`config.mk`:
```
export PLATFORM = sky130hd
export DESIGN_NAME = program_memory_arbiter
export DESIGN_NICKNAME = d
export VERILOG_FILES = /design/src/rtl/program_memory_arbiter.sv
export SDC_FILE = /design/constraint.sdc
export NUM_CORES = 1
export LEC_CHECK = 0
export ABC_AREA = 1
export BUFFER_PORTS_ARGS = -buffer_cell sky130_fd_sc_hd__buf_2
export CAP_MARGIN = 20
export CORE_AREA = 2 2 80 82
export DETAILED_ROUTE_END_ITERATION = 7
export DIE_AREA = 0 0 82 84
export GPL_TIMING_DRIVEN = 0
export PLACE_DENSITY_LB_ADDON = 0.2
export SLEW_MARGIN = 20
export SYNTH_ARGS = -nofsm -noshare
export SYNTH_HDL_FRONTEND = slang
export SYNTH_SLANG_ARGS = --single-unit
```
`constraint.sdc`:
```
create_clock -name clk_in -period 4.4 [get_ports clk_in]
set_clock_uncertainty 0.05 [all_clocks]
set_input_delay 0.22 -clock clk_in [delete_from_list [all_inputs] [get_ports clk_in]]
set_output_delay 0.22 -clock clk_in [all_outputs]
set_load 0.02 [all_outputs]
```
`src/rtl/program_memory_arbiter.sv`:
```
// Round-robin read-port arbiter for program memory port A.
// Grants at most one consumer read per cycle and tags each grant with its owner.
// Each returning word is routed back to the consumer that issued the read.
module program_memory_arbiter #(
  parameter int unsigned NUM_REQ = 3,
  parameter int unsigned LATENCY = 2
) (
  input  logic                    clk_in,
  input  logic                    rst_in,
  input  logic                    grant_en,
  input  logic [NUM_REQ-1:0]      req_valid,
  input  logic [NUM_REQ*32-1:0]   req_addr,
  output logic [NUM_REQ-1:0]      req_ready,
  output logic [NUM_REQ-1:0]      resp_valid,
  output logic [31:0]             resp_data,
  output logic [31:0]             mem_addr,
  output logic                    mem_read_request,
  input  logic [31:0]             mem_instr,
  input  logic                    mem_data_valid,
  output logic                    err_orphan
);

  localparam int unsigned ADDR_W = 32;
  localparam int unsigned PTR_W  = (NUM_REQ > 1) ? $clog2(NUM_REQ) : 1;
  localparam int unsigned CNT_W  = PTR_W + 1;
  localparam int unsigned LAST   = LATENCY - 1;

  logic [PTR_W-1:0]   rr_ptr;
  logic [PTR_W-1:0]   rr_ptr_nxt;
  logic               grant_any;
  logic [PTR_W-1:0]   grant_idx;
  logic [LATENCY-1:0] tag_vld;
  logic [PTR_W-1:0]   tag_idx [LATENCY];
  logic               orphan_c;

  // First valid requester at or after rr_ptr, wrapping modulo NUM_REQ
  always_comb begin
    logic [CNT_W-1:0] cand;
    logic [PTR_W-1:0] cand_idx;
    grant_any = 1'b0;
    grant_idx = '0;
    cand      = '0;
    cand_idx  = '0;
    for (int unsigned k = 0; k < NUM_REQ; k++) begin
      cand = {1'b0, rr_ptr} + CNT_W'(k);
      if (cand >= CNT_W'(NUM_REQ)) begin
        cand = cand - CNT_W'(NUM_REQ);
      end
      cand_idx = PTR_W'(cand);
      if (grant_en && !grant_any && req_valid[cand_idx]) begin
        grant_any = 1'b1;
        grant_idx = cand_idx;
      end
    end
  end

  // Grant fan-out and memory request drive
  always_comb begin
    req_ready = '0;
    mem_addr  = '0;
    if (grant_any) begin
      req_ready = NUM_REQ'(1) << grant_idx;
      mem_addr  = req_addr[ADDR_W*grant_idx +: ADDR_W];
    end
    mem_read_request = |(req_valid & req_ready);
  end

  // Pointer moves one past the winner; holds when nothing is granted
  always_comb begin
    rr_ptr_nxt = rr_ptr;
    if (grant_any) begin
      if (grant_idx == PTR_W'(NUM_REQ - 1)) begin
        rr_ptr_nxt = '0;
      end else begin
        rr_ptr_nxt = grant_idx + PTR_W'(1);
      end
    end
  end

  // Route the returning word using the oldest tag; flag any valid/tag mismatch
  always_comb begin
    resp_data  = mem_instr;
    resp_valid = '0;
    if (mem_data_valid && tag_vld[LAST]) begin
      resp_valid = NUM_REQ'(1) << tag_idx[LAST];
    end
    orphan_c = mem_data_valid ^ tag_vld[LAST];
  end

  // Pointer, free-running tag pipeline and sticky orphan flag
  always_ff @(posedge clk_in) begin
    if (rst_in) begin
      rr_ptr     <= '0;
      tag_vld    <= '0;
      err_orphan <= 1'b0;
      for (int unsigned i = 0; i < LATENCY; i++) begin
        tag_idx[i] <= '0;
      end
    end else begin
      rr_ptr     <= rr_ptr_nxt;
      tag_vld[0] <= grant_any;
      tag_idx[0] <= grant_idx;
      for (int unsigned i = 1; i < LATENCY; i++) begin
        tag_vld[i] <= tag_vld[i-1];
        tag_idx[i] <= tag_idx[i-1];
      end
      if (orphan_c) begin
        err_orphan <= 1'b1;
      end
    end
  end

endmodule

```
**Yosys cells after proc, flatten, opt, wreduce, memory -nomap -nowiden**

Memory sizes are Yosys's and may differ from the RTL's.
Cells that the tools add are included.

- Bits in registers: 5
- Bits in writable memories: 4
- Bits of input ports: 135
- Output and inout bits: 72
- Logic and storage cells: 57
- Memories: 1

- Add/sub/neg operators: 6
- $lt $le $gt $ge: 6
- Equality and inequality tests: 1
- Shift operators: 3
- Muxes and demuxes: 24
- Bitwise logic cells: 4
- Reduce and logical (&&, ||, !) cells: 9

Memories:

| name | depth | width | read ports | clocked after Yosys merged registers in | wr ports | line | RTL |
|---|---|---|---|---|---|---|---|
| tag_idx | 2 | 2 | 2 | 0 | 2 | 33 | `logic [PTR_W-1:0] tag_idx [LATENCY];` |

Operators by type and width:

| kind | number |
|---|---|
| 96-bit by 8-bit indexed part select with 32-bit output | 1 |
| 32-bit two-way mux | 1 |
| 2-bit two-way mux | 9 |
| 2-bit by 3-bit less-than comparator with 1-bit output (second input constant) | 3 |
| 1-bit two-way mux | 9 |
| 1-bit binary-select mux with 2-bit select | 3 |
| 3-bit by 2-bit >= comparator with 1-bit output (second input constant) | 2 |
| 1-bit logical AND | 6 |
| 3-bit two-way mux | 2 |
| 1-bit by 2-bit << shifter with 3-bit output (first input constant) | 2 |
| 2-bit subtractor (second input constant) | 3 |
| 2-bit by 1-bit adder with 3-bit output (second input constant) | 1 |
| 2-bit by 2-bit adder with 3-bit output (second input constant) | 1 |
| 3-bit bitwise AND | 1 |
| 3-bit OR reduction | 1 |
| 2-bit by 1-bit adder with 2-bit output (second input constant) | 1 |
| 2-bit == test (second input constant) | 1 |
| 2-bit >= comparator (second input constant) | 1 |
| 1-bit zero test | 2 |
| 1-bit OR | 2 |
| 1-bit XOR | 1 |

**Depth between registers and ports, before layout**

Gate-level depths: netlist (run 1).

- Depth after elaboration: 18
- Mapped depth: 17
- Mapped depth without buffers: 16

**Worst setup path after synthesis (run 1)**

No wires, ideal clock.

- Path kind: register to output
- Start point: register rr_ptr[0]
- End point: output mem_addr[26]
- Arrival time: 2,059 ps
- Data required time: 4,130 ps
- Path slack: 2,071 ps
- Stages on the path, launching flop included: 13
- Path buffers: 1
- Path through: dfxtp_1 inv_1 ha_1 inv_1 nand2_1 nand2_1 nand3_1 nand4_1 nand2_4 nor2_8 buf_6 nand2_1 a21oi_1

- Word-level cells in the longest chain between the ends: 16
- Elaborated cells on any way between the ends: 32
- Those cells by class: 5 x add/sub; 3 x order compare; 1 x shift; 16 x mux; 7 x reduce/logical

RTL lines:

| element | line | RTL |
|---|---|---|
| start, declared | 28 | `logic [PTR_W-1:0] rr_ptr;` |
| start signal, assigned | 100 | `rr_ptr <= rr_ptr_nxt;` |
| parallel branches: the longest is 15 deep, another holds 2-bit by 1-bit adder with 3-bit output | -- |  |
| 32-bit two-way mux * | 61 | `if (grant_any) begin` |
| end, declared | 16 | `output logic [31:0] mem_addr,` |

Every way passes the cells marked *. The select of a mux whose other input is x is not followed.

**Worst setup path after layout (run 1)**

- Start point: register rr_ptr[0]
- End point: output mem_addr[27]

Same word-level chain as after synthesis.

==> results.json, run 1 <==
{
  "status": "finished, final reports clean",
  "synth_cells": 310,
  "synth_fp_nets": 450,
  "start_util": 0.2681,
  "cts_max_level": 1,
  "tns_ps": 0,
  "pre_cts_ws_ps": 1830,
  "required_ps": 4130,
  "final_max_slew_viol_count": 0,
  "critPathKind": "flop to primary output",
  "die_y_um": 84,
  "synth_area_mm2": 0.001634,
  "io_pins": 207,
  "synthArstFlopShare": 0,
  "total_power_mw": 1.837,
  "cts_buffer_depth": 2,
  "grt_max_degree": 11,
  "areaGrowthSynthToFinish_pct": 61.64,
  "vias": 2348,
  "powerDensity_mw_per_mm2": 695.4,
  "cp-end-kind": "primary output",
  "synth_area_per_cell_um2": 5.271,
  "drtIter0Drc": 62,
  "final_common_cell": "buf_2",
  "final_area_mm2": 0.002641,
  "drive_gt1_frac": 0.4743,
  "antenna_found_initial": 0,
  "synth_top_cell_area_share": 0.3193,
  "tightest_slew_ps": 465.8,
  "hp-start": "mem_data_valid",
  "regToRegSetupSlack_ps": 2270,
  "period_needed_ps": 2785,
  "r2r_start": "rr_ptr[0]$_SDFFE_PP0P_",
  "grt_pass1_wl_um": 8983,
  "synth_seq_area_share": 0.1103,
  "synth_edf_count": 0,
  "die-area_mm2": 0.006888,
  "arrival_ps": 2520,
  "worstSkewPairLatency_ps": 230,
  "synth.area.top_cells": "nand2_1, buf_4, dfxtp_1",
  "die-width_um": 82,
  "yosysWarnings": 0,
  "synth_cell_types": 22,
  "rsz0062_at_grt": "no",
  "clk_pin_slew_ps": 40,
  "grtUsageTotal": 0.1595,
  "place_hpwl_um": 5099,
  "vdd_ir_drop_max_mv": 0.3241,
  "drv_cap": 0,
  "final_cell_mix": "buf_2, nand2_1, inv_1",
  "period_share": 0.6330,
  "cts_tree": "done",
  "num-fill-cells": 682,
  "min_delay_path_depth": 4,
  "rows": 29,
  "viasPerCell": 4.163,
  "fmax_mhz": 359.0,
  "root_buffer": "clkbuf_8",
  "synth_ff_type": "dfxtp_1",
  "place_area_mm2": 0.002596,
  "diodes": 0,
  "worstHoldEndpoint": "err_orphan$_SDFFE_PP0P_",
  "grt_pass1_vias": 2184,
  "ctsHoldBuffers": 0,
  "core_mm2": 0.006096,
  "power_leakage_nw": 1.733,
  "drc": 0,
  "ff_latch_area_um2": 180.2,
  "multiInputGateArea_um2": 964.7,
  "slew_headroom": 0.6895,
  "drt-wirelength-per-cell_um": 10.35,
  "nNetsFinal": 628,
  "synth_top_area_cell": "nand2_1",
  "crit_path_max_fanout": 10,
  "wirelength_um": 5837,
  "reg2reg_to": "rr_ptr[0]$_SDFFE_PP0P_",
  "post_cts_buffers": 0,
  "gr-total-overflow": 0,
  "dr.pass1.iters": 4,
  "postRouteAntennaNets": 0,
  "startpoint_type": "flop",
  "cts_buffers": 3,
  "post_cts_resized": 0,
  "crit_start": "rr_ptr[0]$_SDFFE_PP0P_",
  "worstHoldPathType": "input port to flop",
  "synth_seq_cells": 9,
  "gp_congestion": 0.8267,
  "finalHoldViolCount": 0,
  "cts.sinks": 9,
  "setup_viol": 0,
  "r2r_cells": 11,
  "port_buffers": 173,
  "finalWorstSetupSlack_ps": 1615
}
[worst max-delay path, stage by stage (launching register included)]
cell and delay (ps):
dfxtp_1 370, inv_1 80, ha_1 370, inv_1 110, nand2_1 60, nand2_1 70
nand3_1 120, nand4_1 180, nand2_4 130, nor2_8 220, nand2_4 80, inv_4 100
buf_12 140, nand2_2 50, nand2_1 50, buf_2 150
[area by class of cell]
type | count | area share
Buffer | 43 | 0.1203
Clock buffer | 4 | 0.01705
Inverter | 45 | 0.06490
Multi-Input combinational cell | 213 | 0.3652
Sequential cell | 9 | 0.06821
Tap cell | 77 | 0.03648
Timing Repair Buffer | 173 | 0.3278
[power by group]
part | total, mW | switching [mW] | internal [mW]
clock network | 0.0931 | 0.0302 | 0.0629
logic | 1.63 | 1.06 | 0.566
registers | 0.114 | 0.0107 | 0.104
total | 1.84 | 1.10 | 0.733
[registers in the layout, indices dropped and copies added (netlist names)]
register    count
tag_vld         2
rr_ptr          2
err_orphan      1
tag_idx         4
[cell usage after synthesis, types with 2 or more instances]
master	count
nor2_1	13
nand3_1	25
nand4_1	3
clkbuf_1	2
nand2_1	139
inv_1	43
dfxtp_1	9
a21oi_1	12
nand2_4	3
nand2_2	9
ha_1	5
buf_4	34
buf_2	4
[metrics by stage]
| stage | cells | hold slack [ps] | utilization |
|---|---|---|---|
| 2_1_floorplan | 310 | 338.3 | - |
| 3_3_place_gp | 560 | 341.2 | 0.4259 |
| 3_5_place_dp | 560 | 345.4 | 0.4259 |
| 4_1_cts | 564 | 279.9 | 0.4333 |
| 5_1_grt | 564 | 302.7 | 0.4333 |
| 6_report | 564 | 273.2 | 0.4333 |
[per-layer routing]
layer,vias up,wire length (um),global-route usage
li1,1249,-,-
met1,985,2236,0.1722
met2,110,3029,0.3141
met3,4,528,0.03355
met4,0,41,0.01818
met5,-,0,0
[how the worst max path moves through the flow]
stage	end	slack, ps
2_1_floorplan	mem_addr[26]	2070
3_3_place_gp	mem_addr[29]	1840
3_5_place_dp	mem_addr[27]	1830
4_1_cts	mem_addr[27]	1590
5_1_grt	mem_addr[29]	1330
6_report	mem_addr[27]	1610
[logic make-up after synthesis]
family / synth area share
AOI/OAI and AO/OA: 0.03981
adders and majority gates: 0.03828
buffers and inverters: 0.2994
DFF: 0.1103
and+or+nand+nor: 0.5122
Power figures use the tool's default switching activity.
==> inputs of run 2 (changes only) <==
Clock period 4.4 ns to 2.8 ns, I/O delays scaled along.
==> results.json, run 2 (same netlist as run 1, synthesis figures left out) <==
{
  "die_y_um": 84,
  "drc": 0,
  "dr.pass1.iters": 4,
  "finalHoldViolCount": 0,
  "multiInputGateArea_um2": 972.2,
  "antenna_found_initial": 0,
  "largest_reg_flops": 4,
  "tns_ps": 0,
  "cp-end-kind": "primary output",
  "drtIter0Drc": 73,
  "die-width_um": 82,
  "grt_pass1_wl_um": 8983,
  "crit_path_max_fanout": 10,
  "setup_viol": 0,
  "gp_congestion": 0.8267,
  "cts_buffers": 3,
  "port_buffers": 173,
  "critPathKind": "flop to primary output",
  "vias": 2361,
  "ff_latch_area_um2": 181.4,
  "period_share": 0.9157,
  "tightest_slew_ps": 436.2,
  "io_pins": 207,
  "finish.utilization": 0.4411,
  "grtUsageMet3": 0.03355,
  "die-area_mm2": 0.006888,
  "switchingPower_mw": 1.750,
  "fmax_mhz": 390.0,
  "postRouteAntennaNets": 0,
  "intPower_mw": 1.217,
  "drive_gt1_frac": 0.4857,
  "cts_max_level": 1,
  "gr-total-overflow": 0,
  "grt_max_degree": 11,
  "gr-usage-met2": 0.3141,
  "drt-wirelength-per-cell_um": 10.38,
  "rows": 29,
  "startpoint_type": "flop",
  "diodes": 0,
  "grt_use_met1": 0.1722,
  "period_needed_ps": 2564,
  "cts_buffer_depth": 2,
  "viasPerCell": 4.164,
  "start_util": 0.2681,
  "powerDensity_mw_per_mm2": 1103,
  "max_flop_register": "tag_idx",
  "root_buffer": "clkbuf_8",
  "final_max_slew_viol_count": 0,
  "vdd_ir_drop_max_mv": 0.5123,
  "regToRegSetupSlack_ps": 760,
  "num-fill-cells": 677,
  "reg_top3": "tag_idx (4), rr_ptr (2), tag_vld (2)",
  "worstSkewPairLatency_ps": 230,
  "top_usage_layer": "met2",
  "cts_tree": "done",
  "cts.sinks": 9,
  "p_seq_frac": 0.061,
  "grt_pass1_vias": 2184,
  "areaGrowthSynthToFinish_pct": 64.55,
  "place_hpwl_um": 5099,
  "clk_pin_slew_ps": 40,
  "slew_headroom": 0.7092,
  "nNetsFinal": 631,
  "arrival_ps": 2370,
  "required_ps": 2610,
  "worstHoldPathType": "input port to flop",
  "status": "finished, final reports clean",
  "grtUsageTotal": 0.1595,
  "wirelength_um": 5884,
  "final_common_cell": "buf_2",
  "drv_cap": 0,
  "final_cell_mix": "buf_2, nand2_1, inv_1",
  "combPwrFrac": 0.890,
  "core_mm2": 0.006096,
  "swShare": 0.5897,
  "power_frac_clock": 0.049,
  "power_leakage_nw": 1.753
}
==> run 2: worst max-delay path, stage by stage, from the launching register on <==
cell	delay, ps
dfxtp_2	340
inv_1	60
ha_2	320
inv_1	100
nand2_1	60
nand2_1	80
nand2_1	50
nor2_1	140
nand3_1	80
nand2_1	70
inv_1	70
nand2_4	130
buf_6	160
nand2_1	60
nand2_1	60
inv_1	40
a21oi_1	120
buf_2	190
==> run 2: final timing paths <==
path,startpoint,end,depth (start not counted)
setup / recovery,rr_ptr[0]$_SDFFE_PP0P_,mem_addr[26],17
hold / removal,mem_data_valid,err_orphan$_SDFFE_PP0P_,4
setup reg to reg,rr_ptr[0]$_SDFFE_PP0P_,rr_ptr[0]$_SDFFE_PP0P_,11
hold reg to reg,tag_idx[0][0]$_SDFF_PP0_,tag_idx[0][2]$_SDFF_PP0_,2
==> run 2: layer usage <==
metal / vias up / wire, um
li1: 1253 / -
met4: 0 / 41
met2: 111 / 3072
met5: - / 0
met3: 4 / 513
met1: 993 / 2257
==> run 2: layout make-up <==
| cell class | instances | area share |
|---|---|---|
| multi-input cells | 213 | 0.3616 |
| plain buffers | 43 | 0.1233 |
| repair buffers | 176 | 0.3313 |
| well taps | 77 | 0.03583 |
| flip-flops and latches | 9 | 0.06747 |
| inverters | 45 | 0.06375 |
| clock buffers | 4 | 0.01675 |
==> run 2: power by group through the flow <==
stage	logic, mW	registers [mW]	clock network, mW
2_1_floorplan	1.83	0.182	0
3_3_place_gp	2.57	0.182	0
3_5_place_dp	2.58	0.183	0
4_1_cts	2.59	0.180	0.150
5_1_grt	2.92	0.189	0.157
6_report	2.64	0.181	0.147
==> run 2: through the flow <==
stage	instance area [um2]	worst slack, ps	total power, mW	hold WS (ps)	cells
finish	2689	236.1	2.967	193.1	567
global route	2689	-3.896	3.269	222.6	567
CTS	2641	66.91	2.918	199.9	564
detailed placement	2596	309.6	2.763	345.4	560
global placement	2596	315.5	2.754	341.2	560
floorplan	1634	551.5	2.008	321.7	310
==> run 2: repair_timing <==
action | in CTS | in global routing
gates resized for setup | 0 | 9
endpoints found under the setup margin | 0 | 33
hold endpoints to repair | 0 | 0
hold buffers | 0 | 0
setup buffers | 0 | 3
